--- config.mk ---
export PLATFORM = sky130hd
export DESIGN_NAME = core_scheduler
export DESIGN_NICKNAME = d
export VERILOG_FILES = /design/src/rtl/rc4_pkg.sv /design/src/rtl/rr_arbiter.sv /design/src/rtl/core_scheduler.sv
export SDC_FILE = /design/constraint.sdc
export NUM_CORES = 1
export LEC_CHECK = 0
export ABC_AREA = 1
export CORE_MARGIN = 5
export CORE_UTILIZATION = 45
export CTS_CLUSTER_SIZE = 40
export DETAILED_ROUTE_END_ITERATION = 6
export PLACE_DENSITY = 0.67
export SYNTH_ARGS = -nofsm -noshare
export SYNTH_HDL_FRONTEND = slang
export SYNTH_SLANG_ARGS = --single-unit
--- constraint.sdc ---
create_clock -name clk -period 3 [get_ports clk]
set_input_delay 0.9 -clock clk [delete_from_list [all_inputs] [get_ports clk]]
set_output_delay 0.9 -clock clk [all_outputs]
set_load 0.02 [all_outputs]
--- src/rtl/rc4_pkg.sv ---
// Shared definitions for the RC4 key-search scheduler and its decrypt cores.
package rc4_pkg;

  localparam int DEF_NCORES = 4;
  localparam int DEF_KEY_W  = 24;

  // Plaintext counts as valid when every byte is a lowercase letter or a space.
  localparam logic [7:0] TEXT_LO    = 8'h61;
  localparam logic [7:0] TEXT_HI    = 8'h7A;
  localparam logic [7:0] TEXT_SPACE = 8'h20;

  typedef enum logic [2:0] {
    ST_IDLE,
    ST_DISPATCH,
    ST_DRAIN,
    ST_ABORT,
    ST_DONE
  } sched_state_t;

  function automatic logic is_text_char(input logic [7:0] c);
    return ((c >= TEXT_LO) && (c <= TEXT_HI)) || (c == TEXT_SPACE);
  endfunction

endpackage

--- src/rtl/rr_arbiter.sv ---
// Round-robin arbiter: searches requests starting just after the last-granted index.
module rr_arbiter #(
  parameter int N     = 4,
  parameter int IDX_W = (N > 1) ? $clog2(N) : 1
) (
  input  logic [N-1:0]     i_req,
  input  logic [IDX_W-1:0] i_ptr,
  output logic [N-1:0]     o_grant
);

  logic [IDX_W-1:0] w_idx;

  always_comb begin
    o_grant = '0;
    w_idx   = '0;
    for (int k = 1; k <= N; k++) begin
      w_idx = IDX_W'((int'(i_ptr) + k) % N);
      if (i_req[w_idx] && (o_grant == '0)) o_grant[w_idx] = 1'b1;
    end
  end

endmodule

--- src/rtl/core_scheduler.sv ---
// Hands out sequential RC4 candidate keys to a pool of decrypt cores and
// collects the first key that yields valid text.
module core_scheduler
  import rc4_pkg::*;
#(
  parameter int NCORES = DEF_NCORES,
  parameter int KEY_W  = DEF_KEY_W
) (
  input  logic              clk,
  input  logic              rst,
  input  logic              start,
  input  logic [NCORES-1:0] core_ready,
  input  logic [NCORES-1:0] core_done,
  input  logic [NCORES-1:0] core_found,
  output logic [NCORES-1:0] core_start,
  output logic [KEY_W-1:0]  core_key,
  output logic              core_abort,
  output logic              busy,
  output logic              done,
  output logic              found,
  output logic [KEY_W-1:0]  found_key
);

  localparam int              IDX_W   = (NCORES > 1) ? $clog2(NCORES) : 1;
  localparam logic [KEY_W-1:0] KEY_MAX = '1;

  sched_state_t      r_state, w_state_nxt;
  logic [KEY_W-1:0]  r_next_key;
  logic              r_exhausted;
  logic [NCORES-1:0] r_outstanding;
  logic [IDX_W-1:0]  r_ptr;
  logic [KEY_W-1:0]  r_key_q [NCORES];

  logic [NCORES-1:0] r_core_start;
  logic [KEY_W-1:0]  r_core_key, r_found_key;
  logic              r_core_abort, r_busy, r_done, r_found;

  logic [NCORES-1:0] w_req, w_grant, w_done_vld, w_found_vld;
  logic              w_hit, w_start_go, w_searching;
  logic [IDX_W-1:0]  w_hit_idx, w_grant_idx;

  assign w_searching = (r_state == ST_DISPATCH) || (r_state == ST_DRAIN);
  assign w_start_go  = start && ((r_state == ST_IDLE) || (r_state == ST_DONE));
  // Results only count from cores we are actually waiting on.
  assign w_done_vld  = w_searching ? (core_done & r_outstanding) : '0;
  assign w_found_vld = w_done_vld & core_found;
  assign w_req       = ((r_state == ST_DISPATCH) && !r_exhausted) ?
                       (core_ready & ~r_outstanding) : '0;

  rr_arbiter #(.N(NCORES), .IDX_W(IDX_W)) u_arb (
    .i_req   (w_req),
    .i_ptr   (r_ptr),
    .o_grant (w_grant)
  );

  always_comb begin
    w_hit       = 1'b0;
    w_hit_idx   = '0;
    w_grant_idx = '0;
    for (int i = NCORES - 1; i >= 0; i--) begin
      if (w_found_vld[i]) begin
        w_hit     = 1'b1;
        w_hit_idx = IDX_W'(i);
      end
      if (w_grant[i]) w_grant_idx = IDX_W'(i);
    end
  end

  always_comb begin
    w_state_nxt = r_state;
    case (r_state)
      ST_IDLE, ST_DONE: if (start) w_state_nxt = ST_DISPATCH;
      ST_DISPATCH: begin
        if (w_hit)                                   w_state_nxt = ST_ABORT;
        else if ((|w_grant) && (r_next_key == KEY_MAX)) w_state_nxt = ST_DRAIN;
      end
      ST_DRAIN: begin
        if (w_hit)                     w_state_nxt = ST_ABORT;
        else if (r_outstanding == '0)  w_state_nxt = ST_DONE;
      end
      ST_ABORT: w_state_nxt = ST_DONE;
      default:  w_state_nxt = ST_IDLE;
    endcase
  end

  always_ff @(posedge clk or posedge rst) begin
    if (rst) begin
      r_state       <= ST_IDLE;
      r_next_key    <= '0;
      r_exhausted   <= 1'b0;
      r_outstanding <= '0;
      r_ptr         <= IDX_W'(NCORES - 1);
      r_core_start  <= '0;
      r_core_key    <= '0;
      r_core_abort  <= 1'b0;
      r_busy        <= 1'b0;
      r_done        <= 1'b0;
      r_found       <= 1'b0;
      r_found_key   <= '0;
    end else begin
      r_state      <= w_state_nxt;
      r_core_start <= w_grant;
      r_core_key   <= (|w_grant) ? r_next_key : '0;
      r_core_abort <= (w_state_nxt == ST_ABORT);
      r_busy       <= (w_state_nxt == ST_DISPATCH) || (w_state_nxt == ST_DRAIN) ||
                      (w_state_nxt == ST_ABORT);
      if (w_start_go) begin
        r_next_key    <= '0;
        r_exhausted   <= 1'b0;
        r_outstanding <= '0;
        r_ptr         <= IDX_W'(NCORES - 1);
        r_done        <= 1'b0;
        r_found       <= 1'b0;
      end else begin
        if (|w_grant) begin
          r_ptr <= w_grant_idx;
          // Saturate on the last key so the search space is never revisited.
          if (r_next_key == KEY_MAX) r_exhausted <= 1'b1;
          else                       r_next_key  <= r_next_key + 1'b1;
        end
        if (r_state == ST_ABORT) r_outstanding <= '0;
        else                     r_outstanding <= (r_outstanding & ~w_done_vld) | w_grant;
        if (w_hit) begin
          r_found     <= 1'b1;
          r_found_key <= r_key_q[w_hit_idx];
        end
        if (w_state_nxt == ST_DONE) r_done <= 1'b1;
      end
    end
  end

  always_ff @(posedge clk) begin
    for (int i = 0; i < NCORES; i++) begin
      if (w_grant[i]) r_key_q[i] <= r_next_key;
    end
  end

  assign core_start = r_core_start;
  assign core_key   = r_core_key;
  assign core_abort = r_core_abort;
  assign busy       = r_busy;
  assign done       = r_done;
  assign found      = r_found;
  assign found_key  = r_found_key;

endmodule

==> key figures, run 1 <==
Floorplanning
  • Height of the die: 144 um
  • Row cnt: 49
  • Core Area: approximately 18000 um^2
  • Chip width: 144 um
  • Io pins: between 70 and 80
  • Initial Util: 45.4%
  • Die ar.: approximately 21000 um^2

Timing
  • RSZ-0062 raised after global routing: true
  • Tcrit/Tclk final: 102%
  • Skew final: about 12 ps
  • Hold Vio Cnt, Final: 0
  • Slew HR: 59.4%
  • Slew at the pin closest to its max-slew limit: ~610 ps
  • Slew Viols, Final: 0
  • Worst hold slack: between 400 and 500 ps
  • Final Worst Setup Slack: -54.6 ps
  • Final setup vio count: 21
  • Crit path time final: about 3000 ps
  • Fmax: 327 MHz
  • Setup TNS: -508 ps

Synthesis
  • Post-synthesis adder-cell area fraction: 1.24%
  • Post-synthesis compound-gate area fraction: 7.80%
  • Synth Flop Type: edfxtp_1
  • Mux contribution to synthesized area: 0%
  • Xor and xnor area share after synthesis: 0.326%
  • Yosys top cell area share: 35.7%
  • Sequential-to-total area share from yosys stat: 63.7%
  • Largest family of logic cells by synthesized area: simple AND/OR/NAND/NOR gates
  • Top post-synthesis cells by area: edfxtp_1, dfrtp_1, nor2_1
  • Register bit count reported by yosys: 186
  • Syn avg cell area: roughly 10 um^2
  • Post-synth top area cell: edfxtp_1
  • Simple logic cell fraction of the synthesized area: about 21%
  • Distinct cells, synth: 37
  • Post-synth EDFFs: 96
  • Ys async rst share: 48.4%
  • Cells after Synth: between 800 and 900
  • Cell Area, Synth: 8070 um^2
  • Synthesis warning total: 0
  • Post-synth net total: 827

Placement
  • RD Place Congestion: between 0.9 and 1
  • DP Wirelength: 12.6 mm
  • Place WS: -742 ps
  • Port buffer count: 70
  • Dpl cell area: 9500 um^2

Setup path
  • Critical Path Start Type: input pin
  • Arrival time worst endpoint: 3360 ps
  • Required @ worst endpoint: 3300 ps
  • Critical Path End Type: register
  • CP Max Fanout: 7
  • WS Path Type: in -> reg

Global route
  • Vias in the first global route: 6041
  • Global-route wire length before repair: 31.7 mm
  • Grt total ovfl: 0
  • Largest net degree at the start of global routing: just over 50
  • GRT Util Overall: 19.8%
  • Initial antenna violation count: 0

Drt
  • Via density: 5.32
  • Wire per inst: 17.3 um
  • Iteration-0 DRC Markers: about 530
  • DRC viols: 0
  • Vias: 6244
  • Drt pass-1 iters: 6
  • Post-DRT Antenna Nets: 0
  • WL final: just over 20 mm

Layout
  • Layout cells sized above 1: 21.5%
  • Most frequent cells in the layout: nor2_1, edfxtp_1, dfrtp_1
  • Most common cell after layout, fill and taps aside: nor2_1
  • Final instance area: 10600 um^2
  • Diode count: 0
  • Area Growth Syn to Fin: 31.6%
  • Fin nets: 954

Power and ir drop
  • Psw: about 0.0062 W
  • Clock power frac: 15.5%
  • Comb power frac: between 50% and 60%
  • Worst VDD drop: roughly 820 uV
  • Switching share of power: between 40% and 50%
  • P per Cell Area: 1380 nW/um^2
  • Reg power frac: 30.6%
  • Internal: 0.00841 W
  • P_leak: 4.25 nW

Clock tree
  • CTS Buf Count: 17
  • Worst-Skew Late Latency: approximately 430 ps
  • Clock root cell: clkbuf_16
  • Max Buffers Root-to-Sink: 2
  • Worst-path clk slew: ~70 ps
  • CTS HTree Levels: 4
  • CTS tree: done
  • Clk sinks: about 190

Outcome
  • Status: complete, but fails checks
  • Failing checks: setup timing

Run
  • Max Cap Viol: 0

Min path
  • Hold/Removal Path Class: reg -> reg
==> synth_stat cells (8+ instances only) <==
master and number:
ha_1 8, o21ai_0 63, a31oi_1 25, nand2_1 94, nand4_1 24, nor2_1 183
clkbuf_1 18, nand3_1 39, inv_1 73, nand2_2 11, edfxtp_1 96, o21ai_1 18
dfrtp_1 88
==> logic make-up after synthesis <==
family | count (synthesis)
simple gates | 386
flops | 186
compound gates | 116
buf+inv | 105
fa+ha+maj | 8
xor+xnor | 3
==> critical path, stage by stage <==
cell	delay (ps)
dlygate4sd2_1	210
inv_2	40
nor2_4	140
nand4_1	100
nand2_1	90
nand3_2	100
nand2_4	90
o31ai_4	90
nand3_2	110
nand3_2	110
nor2_4	190
nand3_2	110
nand3_2	120
nor2_4	70
nand3_4	100
nand2_8	60
nor2_4	150
nand2_4	110
nand2_8	160
buf_12	140
clkinv_8	50
nand4_1	60
o21ai_1	70
==> per-stage QoR <==
step	utilization, %	std cells	power, W
6_report	59.7	1173	0.0146
2_1_floorplan	-	804	0.00848
4_1_cts	57.9	1158	0.0135
5_1_grt	59.7	1173	0.0155
3_3_place_gp	53.4	1119	0.0106
3_5_place_dp	53.4	1119	0.0107
==> power by group through the flow <==
stage / logic, W / clock network (W) / registers, W
3_3_place_gp: 0.00608 / 0 / 0.00449
4_1_cts: 0.00670 / 0.00230 / 0.00448
5_1_grt: 0.00850 / 0.00241 / 0.00458
2_1_floorplan: 0.00375 / 0 / 0.00473
3_5_place_dp: 0.00615 / 0 / 0.00451
6_report: 0.00790 / 0.00227 / 0.00448
==> state kept, by name, summed over array words and instances (netlist names) <==
signal / flops
done: 1
r_outstanding: 4
r_next_key: 24
core_abort: 1
core_start: 4
core_key: 24
r_ptr: 2
busy: 1
found: 1
r_state: 3
r_exhausted: 1
found_key: 24
r_key_q: 96
==> routing by layer <==
metal	wire, um	up-vias	share of wire, %	global-route usage (%)
li1	-	2974	-	-
met1	8840	3027	44	27.3
met2	9780	204	48	31.7
met3	1240	39	6.1	4.59
met4	387	0	1.9	5.90
met5	0	-	0	0
==> final timing paths <==
path                       depth (start not counted)          start  slack [ps]             to
max                                               23  core_ready[1]         -50  r_next_key[3]
min                                                2          found         500          found
max reg2reg                                       24     r_state[1]         -30  r_next_key[4]
min reg2reg                                        2          found         500          found
max in group asynchronous                          3            rst        1490       r_ptr[0]
min in group asynchronous                          2            rst         890   found_key[8]
==> area by class of cell <==
| type | count | area, um^2 |
|---|---|---|
| Clock buffer | 18 | 439 |
| Timing Repair Buffer | 133 | 1350 |
| Inverter | 77 | 324 |
| Clock inverter | 14 | 160 |
| Tap cell | 229 | 287 |
| Sequential cell | 186 | 5140 |
| Timing Repair inverter | 2 | 25.0 |
| Multi-Input combinational cell | 514 | 2890 |
| Fill cell | 1472 | 7170 |
==> timing repair <==
item | 4_1_cts | 5_1_grt
setup endpoints to repair | 134 | 130
pin swaps | 32 | 32
buffers inserted | 6 | 11
hold buffers | 0 | 0
gates cloned | 1 | 5
resized for setup | 36 | 58
No activity file was read; power rests on OpenSTA's default activity.
==> inputs of run 2 (changes only) <==
- DONT_BUFFER_PORTS: unset -> 1
- MAX_ROUTING_LAYER: unset -> met4
- PLACE_DENSITY: 0.67 -> unset
==> run 2 against run 1 <==
Compared with the run above: the flow now finishes without violations; cell area shrank 8.9%; critical endpoint is now r_next_key[11]; critical path depth grew 1; cell count shrank 7.2%; first-iteration DRC count shrank 30%; non-clock buffer count shrank 81; setup slack gained 61 ps; fmax grew 2.0%; clock skew shrank 3.8 ps; sequential share of layout area grew 4.7 points; global-route usage grew 0.40 points; die area is the same; clock-buffer cell count grew 6.
==> key figures, run 2 (synthesis results as in run 1) <==
Placement
  • RD Place Congestion: 0.913
  • DP Wirelength: between 10 and 15 mm
  • Port buffer count: 0
  • Place WS: -235 ps

Global route
  • Largest net degree at the start of global routing: between 40 and 50
  • Global-route wire length before repair: between 30 and 40 mm
  • GRT Util Overall: between 20 and 25%
  • Initial antenna violation count: 0
  • Vias in the first global route: 5908
  • Grt total ovfl: 0

Timing
  • Final setup vio count: 0
  • Slew at the pin closest to its max-slew limit: approximately 860 ps
  • Final Worst Setup Slack: 6.46 ps
  • Slew Viols, Final: 0
  • Worst hold slack: 484 ps
  • Hold Vio Cnt, Final: 0
  • Skew final: 7.97 ps
  • Crit path time final: approximately 3000 ps
  • Slew HR: 42.6%
  • Fmax: 334 MHz
  • RSZ-0062 raised after global routing: true
  • Tcrit/Tclk final: between 90% and 100%

Drt
  • Vias: roughly 5900
  • WL final: 20.1 mm
  • Via density: ~5.4
  • Drt pass-1 iters: 5
  • Wire per inst: 18.5 um
  • DRC viols: 0
  • Post-DRT Antenna Nets: 0
  • Iteration-0 DRC Markers: 367

Clock tree
  • CTS HTree Levels: 4
  • Clk sinks: between 150 and 200
  • Max Buffers Root-to-Sink: 2
  • Worst-path clk slew: 60 ps
  • CTS Buf Count: 17
  • Clock root cell: clkbuf_16
  • CTS tree: done
  • Worst-Skew Late Latency: ~420 ps
  • Hold buffer count at CTS: 0

Setup path
  • Reg2reg start: r_state[2]
  • Required @ worst endpoint: 3350 ps
  • WS Path Type: reg -> reg
  • Arrival time worst endpoint: 3340 ps
  • R2R cell count: 24
  • Critical Path Start Type: register
  • Worst reg2reg path endpoint: r_next_key[11]
  • Critical Path End Type: register
  • Flop-to-flop setup slack: 6 ps
  • CP Max Fanout: 7

Layout
  • Max reg flops: 96
  • Post-layout util: 54.4%
  • Top reg by flops: r_key_q
  • Most frequent cells in the layout: nor2_1, edfxtp_1, nand2_1
  • Most common cell after layout, fill and taps aside: nor2_1
  • FF+latch area: about 5100 um^2
  • Diode count: 0
  • Area Growth Syn to Fin: 20.0%
  • Layout cells sized above 1: between 20% and 30%
  • Fill cells: 1510
  • Multi-input logic area: 2880 um^2
  • Fin nets: 870

Floorplanning
  • Row cnt: 49
  • Core Area: around 18000 um^2
  • Initial Util: a little under half
  • Io pins: 71
  • Die ar.: 20700 um^2
  • Chip width: 144 um
  • Height of the die: around 140 um

Outcome
  • Status: completed

Min path
  • Hold/Removal Path Class: in -> async

Run
  • Max Cap Viol: 0
run 2: changes by cell type in the layout (fill, tap and decap cells not counted), moves of 3 or more:
cell	change
clkdlybuf4s50_1	-66
buf_4	-8
buf_12	-7
nor2_1	-7
nand3_2	-6
clkbuf_1	+5
buf_6	+4
nand2_1	+4
nand3_1	+4
nor2_2	+4
clkinv_4	-3
nand2_2	-3
nor2_4	+3
run 2: layout make-up:
cell class / instances / area share (%)
flip-flops and latches: 186 / 53.1
multi-input cells: 513 / 29.8
repair buffers: 52 / 5.26
clock buffers: 24 / 4.99
inverters: 77 / 3.27
well taps: 229 / 2.96
clock inverters: 8 / 0.621
run 2: worst max-delay path: stages, from the launching register on:
cell and delay (ps):
dfrtp_1 410, nor2_4 140, nand2_2 80, nor2_4 240, nand2_2 60, nand2_1 70, nand3_2 60, nand2_2 110
o31ai_4 100, nand3_1 100, nand2_2 80, nor2_4 200, nand3_2 150, nand2_4 130, nor2_4 70, nand3_4 110
nand2_8 60, nor2_4 140, nand2_4 110, nand2_8 120, buf_6 110, nor2_2 30, nand2_1 50, nand2_1 60
nor2_1 120
run 2: worst max path at each step:
stage                              from        endpoint  slack, ps  cells past startpoint
after global placement    core_ready[0]  r_next_key[18]       -130                     22
after detailed placement  core_ready[0]  r_next_key[18]       -240                     22
after floorplan           core_ready[3]   r_next_key[6]        -70                     25
final                        r_state[2]  r_next_key[11]          6                     24
after global routing         r_state[2]  r_next_key[11]       -200                     24
after CTS                      r_ptr[1]  r_next_key[11]          4                     20
run 2: timing repair:
item	in CTS	in global routing
pin swaps	4	32
setup endpoints to repair	78	147
cloned	0	3
setup buffers	1	6
gates resized for setup	13	68
run 2: metal layers:
metal	share of wire, %	vias up	GRT usage (%)
met3	4.4	31	3.99
met5	0	-	-
met2	50	149	33.1
li1	-	2796	-
met1	44	2882	25.7
met4	1.8	0	6.00
run 2: stage by stage:
| stage | cells | TNS [ps] | cell area [um^2] |
|---|---|---|---|
| floorplan | 804 | -1780 | 8210 |
| global placement | 1048 | -8410 | 8710 |
| detailed placement | 1048 | -18090 | 8710 |
| CTS | 1081 | 0 | 9330 |
| global route | 1089 | -5990 | 9670 |
| finish | 1089 | 0 | 9670 |
Power of run 2 is not shown: default switching activity piles up to over one toggle a cycle in this logic, so the estimate is an artifact.
